===== src/rtl/rf_pkg.sv =====
// Shared defaults and helpers for the banked register file with dedicated PC.
package rf_pkg;

    localparam int DEF_DATA_W       = 32;
    localparam int DEF_NUM_REGS     = 16;
    localparam int DEF_PC_STEP      = 4;
    localparam int DEF_PC_READ_OFS  = 8;
    localparam int DEF_RESET_VECTOR = 0;

    // Value seen when the PC index is read through a read port: the pipeline
    // exposes the PC a fixed distance ahead of the raw fetch address. The
    // caller truncates the 64-bit sum to its own width, so DATA_W must be 64
    // or less.
    function automatic logic [63:0] pc_read_value(input logic [63:0] pc,
                                                  input logic [63:0] ofs);
        return pc + ofs;
    endfunction

endpackage


===== src/rtl/regfile_banked_pc_if.sv =====
// Bus between the decode/control unit (master) and the register file (slave).
interface regfile_banked_pc_if
    import rf_pkg::*;
#(
    parameter int DATA_W = DEF_DATA_W,
    parameter int ADDR_W = $clog2(DEF_NUM_REGS)
);
    // Write port
    logic              wr_en;
    logic [ADDR_W-1:0] wr_addr;
    logic [DATA_W-1:0] wr_data;
    // Read ports
    logic [ADDR_W-1:0] rd_addr_n;
    logic [ADDR_W-1:0] rd_addr_m;
    logic [ADDR_W-1:0] rd_addr_s;
    logic [DATA_W-1:0] rd_n;
    logic [DATA_W-1:0] rd_m;
    logic [DATA_W-1:0] rd_s;
    // PC control
    logic              pc_load;
    logic [DATA_W-1:0] pc_in;
    logic              pc_inc;
    logic [DATA_W-1:0] pc_out;
    // Pending-load scoreboard
    logic              pend_set;
    logic [ADDR_W-1:0] pend_addr;
    logic              hazard_n;
    logic              hazard_m;
    logic              hazard_s;
    logic              any_pending;

    modport master (
        output wr_en, wr_addr, wr_data,
        output rd_addr_n, rd_addr_m, rd_addr_s,
        input  rd_n, rd_m, rd_s,
        output pc_load, pc_in, pc_inc,
        input  pc_out,
        output pend_set, pend_addr,
        input  hazard_n, hazard_m, hazard_s, any_pending
    );

    modport slave (
        input  wr_en, wr_addr, wr_data,
        input  rd_addr_n, rd_addr_m, rd_addr_s,
        output rd_n, rd_m, rd_s,
        input  pc_load, pc_in, pc_inc,
        output pc_out,
        input  pend_set, pend_addr,
        output hazard_n, hazard_m, hazard_s, any_pending
    );

endinterface


===== src/rtl/rf_scoreboard.sv =====
// Pending-load scoreboard: one bit per register, set when a load is issued,
// cleared when the register is written, looked up by all three read ports.
module rf_scoreboard #(
    parameter int NUM_REGS = 16,
    parameter int ADDR_W   = $clog2(NUM_REGS),
    parameter int PC_IDX   = NUM_REGS - 1,
    parameter int BYPASS   = 1
) (
    input  logic              clk,
    input  logic              rst_n,
    input  logic              pend_set,
    input  logic [ADDR_W-1:0] pend_addr,
    input  logic              wr_en,
    input  logic [ADDR_W-1:0] wr_addr,
    input  logic [ADDR_W-1:0] rd_addr_n,
    input  logic [ADDR_W-1:0] rd_addr_m,
    input  logic [ADDR_W-1:0] rd_addr_s,
    output logic              hazard_n,
    output logic              hazard_m,
    output logic              hazard_s,
    output logic              any_pending
);

    localparam logic [ADDR_W-1:0] PC_ADDR   = ADDR_W'(PC_IDX);
    localparam logic              BYPASS_EN = (BYPASS != 0);

    logic [NUM_REGS-1:0] pend;
    logic [NUM_REGS-1:0] pend_next;

    // Next pending vector: clear on write first, then set, so a load issued
    // in the same cycle as a write to the same register stays pending.
    always_comb begin
        // NOTE: start every always_comb from a full default so no path leaves
        // the output unassigned; a missing default infers a latch.
        pend_next = pend;
        if (wr_en) begin
            pend_next[wr_addr] = 1'b0;
        end
        if (pend_set && (pend_addr != PC_ADDR)) begin
            pend_next[pend_addr] = 1'b1;
        end
    end

    // Pending vector register; reset forgets every in-flight load.
    always_ff @(posedge clk) begin
        // NOTE: state is updated with non-blocking assignments so every flop
        // samples pre-edge values regardless of statement order.
        if (!rst_n) begin
            pend <= '0;
        end else begin
            pend <= pend_next;
        end
    end

    // A hazard that the current write resolves (and forwards) is not flagged.
    assign hazard_n = pend[rd_addr_n] & ~(BYPASS_EN & wr_en & (wr_addr == rd_addr_n));
    assign hazard_m = pend[rd_addr_m] & ~(BYPASS_EN & wr_en & (wr_addr == rd_addr_m));
    assign hazard_s = pend[rd_addr_s] & ~(BYPASS_EN & wr_en & (wr_addr == rd_addr_s));

    assign any_pending = |pend;

endmodule


===== src/rtl/regfile_banked_pc.sv =====
// General register file with three combinational read ports, one write port,
// a dedicated PC aliased at PC_IDX, optional write-to-read forwarding and a
// pending-load scoreboard feeding hazard flags to the control unit.
module regfile_banked_pc
    import rf_pkg::*;
#(
    parameter int DATA_W       = DEF_DATA_W,
    parameter int NUM_REGS     = DEF_NUM_REGS,
    parameter int ADDR_W       = $clog2(NUM_REGS),
    parameter int PC_IDX       = NUM_REGS - 1,
    parameter int PC_STEP      = DEF_PC_STEP,
    parameter int PC_READ_OFS  = DEF_PC_READ_OFS,
    parameter int RESET_VECTOR = DEF_RESET_VECTOR,
    parameter int BYPASS       = 1
) (
    input  logic                Clk,
    input  logic                RESET,
    regfile_banked_pc_if.slave  bus
);

    localparam logic [ADDR_W-1:0] PC_ADDR   = ADDR_W'(PC_IDX);
    localparam logic              BYPASS_EN = (BYPASS != 0);

    logic [DATA_W-1:0] regs [NUM_REGS];
    logic [DATA_W-1:0] pc;
    logic [DATA_W-1:0] pc_rd;
    logic              wr_to_pc;

    logic [ADDR_W-1:0] rd_addr [3];
    logic [DATA_W-1:0] rd_data [3];

    assign wr_to_pc = bus.wr_en && (bus.wr_addr == PC_ADDR);

    // General register array; the slot at PC_IDX is never written.
    always_ff @(posedge Clk) begin
        if (!RESET) begin
            // NOTE: the array is cleared on reset because software may read
            // any register before writing it; this forces flops, not RAM.
            for (int i = 0; i < NUM_REGS; i++) begin
                regs[i] <= '0;
            end
        end else if (bus.wr_en && !wr_to_pc) begin
            regs[bus.wr_addr] <= bus.wr_data;
        end
    end

    // PC update, one action per cycle: branch write > load > increment > hold.
    always_ff @(posedge Clk) begin
        if (!RESET) begin
            pc <= DATA_W'(RESET_VECTOR);
        end else if (wr_to_pc) begin
            pc <= bus.wr_data;
        end else if (bus.pc_load) begin
            pc <= bus.pc_in;
        end else if (bus.pc_inc) begin
            pc <= pc + DATA_W'(PC_STEP);
        end
    end

    // Reads of the PC index see the current PC plus the read offset; a PC
    // write in the same cycle is deliberately not forwarded.
    assign pc_rd = DATA_W'(pc_read_value(64'(pc), 64'(PC_READ_OFS)));

    assign rd_addr[0] = bus.rd_addr_n;
    assign rd_addr[1] = bus.rd_addr_m;
    assign rd_addr[2] = bus.rd_addr_s;

    // Read muxes: PC alias, then same-cycle forwarding, then stored value.
    always_comb begin
        for (int p = 0; p < 3; p++) begin
            rd_data[p] = regs[rd_addr[p]];
            if (rd_addr[p] == PC_ADDR) begin
                rd_data[p] = pc_rd;
            end else if (BYPASS_EN && bus.wr_en && (bus.wr_addr == rd_addr[p])) begin
                rd_data[p] = bus.wr_data;
            end
        end
    end

    assign bus.rd_n   = rd_data[0];
    assign bus.rd_m   = rd_data[1];
    assign bus.rd_s   = rd_data[2];
    assign bus.pc_out = pc;

    rf_scoreboard #(
        .NUM_REGS (NUM_REGS),
        .ADDR_W   (ADDR_W),
        .PC_IDX   (PC_IDX),
        .BYPASS   (BYPASS)
    ) u_scoreboard (
        .clk         (Clk),
        .rst_n       (RESET),
        .pend_set    (bus.pend_set),
        .pend_addr   (bus.pend_addr),
        .wr_en       (bus.wr_en),
        .wr_addr     (bus.wr_addr),
        .rd_addr_n   (bus.rd_addr_n),
        .rd_addr_m   (bus.rd_addr_m),
        .rd_addr_s   (bus.rd_addr_s),
        .hazard_n    (bus.hazard_n),
        .hazard_m    (bus.hazard_m),
        .hazard_s    (bus.hazard_s),
        .any_pending (bus.any_pending)
    );

endmodule

===== src/flat_wrapper.sv =====
// flat-port wrapper written by rule: the top's interface ports become plain ports
module regfile_banked_pc_flat import rf_pkg::*;
#(
    parameter int DATA_W       = DEF_DATA_W,
    parameter int NUM_REGS     = DEF_NUM_REGS,
    parameter int ADDR_W       = $clog2(NUM_REGS),
    parameter int PC_IDX       = NUM_REGS - 1,
    parameter int PC_STEP      = DEF_PC_STEP,
    parameter int PC_READ_OFS  = DEF_PC_READ_OFS,
    parameter int RESET_VECTOR = DEF_RESET_VECTOR,
    parameter int BYPASS       = 1
)
  (Clk, RESET, bus_wr_en, bus_wr_addr, bus_wr_data, bus_rd_addr_n, bus_rd_addr_m, bus_rd_addr_s, bus_rd_n, bus_rd_m, bus_rd_s, bus_pc_load, bus_pc_in, bus_pc_inc, bus_pc_out, bus_pend_set, bus_pend_addr, bus_hazard_n, bus_hazard_m, bus_hazard_s, bus_any_pending);
  regfile_banked_pc_if #(.DATA_W(DATA_W), .ADDR_W(ADDR_W)) bus_i ();
  input  logic Clk;
  input  logic RESET;
  input wire logic [$bits(bus_i.wr_en)-1:0] bus_wr_en;
  input wire logic [$bits(bus_i.wr_addr)-1:0] bus_wr_addr;
  input wire logic [$bits(bus_i.wr_data)-1:0] bus_wr_data;
  input wire logic [$bits(bus_i.rd_addr_n)-1:0] bus_rd_addr_n;
  input wire logic [$bits(bus_i.rd_addr_m)-1:0] bus_rd_addr_m;
  input wire logic [$bits(bus_i.rd_addr_s)-1:0] bus_rd_addr_s;
  output wire logic [$bits(bus_i.rd_n)-1:0] bus_rd_n;
  output wire logic [$bits(bus_i.rd_m)-1:0] bus_rd_m;
  output wire logic [$bits(bus_i.rd_s)-1:0] bus_rd_s;
  input wire logic [$bits(bus_i.pc_load)-1:0] bus_pc_load;
  input wire logic [$bits(bus_i.pc_in)-1:0] bus_pc_in;
  input wire logic [$bits(bus_i.pc_inc)-1:0] bus_pc_inc;
  output wire logic [$bits(bus_i.pc_out)-1:0] bus_pc_out;
  input wire logic [$bits(bus_i.pend_set)-1:0] bus_pend_set;
  input wire logic [$bits(bus_i.pend_addr)-1:0] bus_pend_addr;
  output wire logic [$bits(bus_i.hazard_n)-1:0] bus_hazard_n;
  output wire logic [$bits(bus_i.hazard_m)-1:0] bus_hazard_m;
  output wire logic [$bits(bus_i.hazard_s)-1:0] bus_hazard_s;
  output wire logic [$bits(bus_i.any_pending)-1:0] bus_any_pending;
  assign bus_i.wr_en = bus_wr_en;
  assign bus_i.wr_addr = bus_wr_addr;
  assign bus_i.wr_data = bus_wr_data;
  assign bus_i.rd_addr_n = bus_rd_addr_n;
  assign bus_i.rd_addr_m = bus_rd_addr_m;
  assign bus_i.rd_addr_s = bus_rd_addr_s;
  assign bus_rd_n = bus_i.rd_n;
  assign bus_rd_m = bus_i.rd_m;
  assign bus_rd_s = bus_i.rd_s;
  assign bus_i.pc_load = bus_pc_load;
  assign bus_i.pc_in = bus_pc_in;
  assign bus_i.pc_inc = bus_pc_inc;
  assign bus_pc_out = bus_i.pc_out;
  assign bus_i.pend_set = bus_pend_set;
  assign bus_i.pend_addr = bus_pend_addr;
  assign bus_hazard_n = bus_i.hazard_n;
  assign bus_hazard_m = bus_i.hazard_m;
  assign bus_hazard_s = bus_i.hazard_s;
  assign bus_any_pending = bus_i.any_pending;
  regfile_banked_pc #(.DATA_W(DATA_W), .NUM_REGS(NUM_REGS), .ADDR_W(ADDR_W), .PC_IDX(PC_IDX), .PC_STEP(PC_STEP), .PC_READ_OFS(PC_READ_OFS), .RESET_VECTOR(RESET_VECTOR), .BYPASS(BYPASS)) u_core (.Clk(Clk), .RESET(RESET), .bus(bus_i));
endmodule

===== config.mk =====
export PLATFORM = sky130hd
export DESIGN_NAME = regfile_banked_pc_flat
export DESIGN_NICKNAME = d
export VERILOG_FILES = /design/src/rtl/rf_pkg.sv /design/src/rtl/regfile_banked_pc_if.sv /design/src/rtl/rf_scoreboard.sv /design/src/rtl/regfile_banked_pc.sv /design/src/flat_wrapper.sv
export SDC_FILE = /design/constraint.sdc
export NUM_CORES = 1
export LEC_CHECK = 0
export CORE_ASPECT_RATIO = 1.25
export CORE_MARGIN = 2
export CORE_UTILIZATION = 30
export DETAILED_ROUTE_END_ITERATION = 16
export GPL_TIMING_DRIVEN = 0
export PLACE_DENSITY_LB_ADDON = 0.3
export SYNTH_ARGS = -nofsm -noshare
export SYNTH_HDL_FRONTEND = slang
export SYNTH_SLANG_ARGS = --single-unit
export TNS_END_PERCENT = 50

===== constraint.sdc =====
create_clock -name Clk -period 9.3 [get_ports Clk]
set_clock_uncertainty 0.15 [all_clocks]
set_input_delay 0.93 -clock Clk [delete_from_list [all_inputs] [get_ports Clk]]
set_output_delay 0.93 -clock Clk [all_outputs]
set_load 0.005 [all_outputs]

==> metrics.txt <==
post-synth top area share 42.9%; Sw Share 29.5%; worst vdd ir 0.0961 mV; drt pass-1 iters 5; EDFF count, synth 512; pre-CTS WS 3.20 ns; NumNets Final 3088; synthesized area 35800 um^2; GR peak layer met2; final hold viol count 0; detailed-route DRC error count 0; hold buffer count at cts 0; vias in the first global route 28100; period utilisation layout 69.0%; power density of the placed cells 168 nW/um^2; clock root buffer master clkbuf_16; largest net degree at the start of global routing 36; final wirelength 175000 um; initial antenna violation count 15; Syn Area/Cell 13.3 um^2; non-filler cells, final 4626; Net Sw Power 2.11 mW; Yosys reg bits 560; Vias per Instance 6.32; Sink Count 560; CP Cell Sequence clkdlybuf4s50_1 > buf_2 > or2_0 > clkbuf_1 > buf_2 > o221ai_1 > a221oi_1 > clkdlybuf4s50_1; worst hold-check path type flop to flop; Netlist cell types 67; global routing usage on met2 44.5%; most common cell after layout, fill and taps aside edfxtp_1; slowest CP cell a221oi_1; Final Setup Violations 0; Core Util, Final 35.9%; Leak Pwr 14.0 nW; Die W 313 um; internal power 5.04 mW; PortBufs 178; worst r2r src u_core.bus.pc_out[4]; Most used DFF post-synth edfxtp_1; die height 390 um; critical path arrival 5.33 ns; Clock power frac 36.8%; Max-slew headroom 10.6%; Combinational Power Share 20.9%; RSZ-0062 raised after global routing false; met3 Usage GRT 7.69%; hold endpoint u_core.u_scoreboard.pend[13]; Antenna Nets Post-Route 0; Sequential Power Share 42.3%; post-synth top area cell edfxtp_1; WL per Instance 37.8 um; Synth async-reset ratio 0%; Worst Setup End Kind output port; Reg2Reg Depth 7; Mapped Cells 2694; Placed Cells incl. Taps 4500; Synth Warn # 0; core region area 118000 um^2; # rows 141; hold_ws 0.372 ns; H-tree levels 3; Area Growth Syn to Fin 18.7%; TritonCTS buffer count 67; Worst Tran Pin Value 1.33 ns; GR Layer Usage met1 33.2%; count of cells along the worst hold path 2; worst setup margin 2.89 ns; CTS tree done; Clock transition at path regs 0.06 ns; share of layout cells above drive strength 1 23.3%; post-CTS sizing 0; Peak Freq 156 MHz; top cells by area, synth edfxtp_1 43%, mux4_2 25%, and2_1 8.7%; worst hold start u_core.u_scoreboard.pend[13]; Post-CTS Setup Inserts 0; CP Class input port to output port; most frequent cells in the layout 512 x edfxtp_1, 497 x and2_1, 399 x mux4_2; r2r setup slk 6.88 ns; Initial Utilization 30.3%; initial drt markers 5010; fin crit period 6.41 ns; GRT overflow 0; Clock Path Buffers 3; overall power 7.15 mW; clk_lat worst skew 0.62 ns; Worst EP required 8.22 ns; capture point of the worst reg-to-reg path u_core.bus.pc_out[23]; GP Congestion 1.00; routed vias 29300; crit path launch type input port; register area share after synthesis 45.6%; Max Cap Violations 0; first-pass GRT wire length 235000 um; status completed; dpl hpwl 128000 um; slowest stage delay, CP 0.95 ns; GRT Total Usage 28.1%; die footprint 122000 um^2; I/O pin count 222; # fillers 11500; pins over their slew limit 0; CP Max Fanout 10
==> layer usage <==
metal / part of all wire (%) / routed length (um)
met2: 46 / 80600
met4: 8.0 / 14000
met1: 34 / 59800
met3: 12 / 20500
met5: 0.039 / 69
==> cell families (layout without fill, tap and decap cells) <==
logic type | Yosys count | in the layout | share of synthesized area [%]
other cells | 1 | 39 | 0.0105
mux | 408 | 408 | 25.3
compound gates | 481 | 481 | 8.86
flops | 560 | 560 | 45.6
simple gates | 856 | 856 | 14.1
buf+inv | 329 | 650 | 4.63
xor+xnor | 57 | 57 | 1.39
fa+ha+maj | 2 | 2 | 0.0698
==> per-stage QoR <==
step / instance area (um^2) / setup TNS (ns)
floorplan: 36000 / 0
global placement: 39700 / -89.87
detailed placement: 40400 / 0
CTS: 42500 / 0
global route: 42500 / 0
finish: 42500 / 0
==> cells in the mapped netlist (8+ instances only) <==
library cell,n
edfxtp_1,512
and2_1,497
mux4_2,399
o22ai_1,180
clkbuf_1,162
nand2_1,94
o21ai_0,81
a21oi_1,78
nor2_1,77
buf_4,61
buf_2,59
dfxtp_1,48
nand3_1,44
or3_1,42
xor2_1,32
o221a_2,25
xnor2_1,25
nand4_1,20
buf_1,19
nor4_1,18
a221o_1,16
a31oi_1,16
buf_6,16
a22oi_1,15
nor3_1,13
o221ai_1,13
inv_1,11
o22a_1,11
a221oi_1,9
nand2b_1,9
o31ai_1,8
==> flip-flops by register name (all words and copies together), names as in the netlist <==
register	flops
u_core.bus.pc_out	32
u_core.regs	512
u_core.u_scoreboard.pend	16
==> area by class of cell <==
type	count	area (um^2)	area share, %
sequential	560	16300	38.4
multi-input combinational	1836	18100	42.6
timing repair buffer	202	2340	5.49
clock buffer	87	1820	4.27
antenna	7	17.5	0.0412
tap	1573	1970	4.63
buffer	317	1620	3.80
clock inverter	32	282	0.662
inverter	12	45.0	0.106
==> critical path, delay by kind of cell <==
kind	cells	cell delay (ns)
AOI/OAI and AO/OA	2	1.15
and+or+nand+nor	1	0.31
buffers and inverters	5	2.92
==> power by group through the flow <==
stage	logic (mW)	clock network (mW)	registers, mW
2_1_floorplan	0.755	0	3.03
3_3_place_gp	1.40	0	3.09
3_5_place_dp	1.45	0	3.07
4_1_cts	1.45	2.63	3.02
5_1_grt	1.52	2.71	3.04
6_report	1.49	2.63	3.02
==> worst max path at each step <==
stage / from / endpoint / slack (ns)
floorplan: bus_wr_en / u_core.regs[14][0] / 4.75
global placement: bus_wr_en / u_core.regs[14][23] / -1.48
detailed placement: bus_rd_addr_m[1] / bus_rd_m[13] / 3.20
CTS: bus_rd_addr_m[1] / bus_rd_m[13] / 3.17
global route: bus_rd_addr_n[1] / bus_rd_n[7] / 2.89
finish: bus_rd_addr_n[1] / bus_rd_n[31] / 2.89
Note: power is estimated with default switching activity, not from simulation.
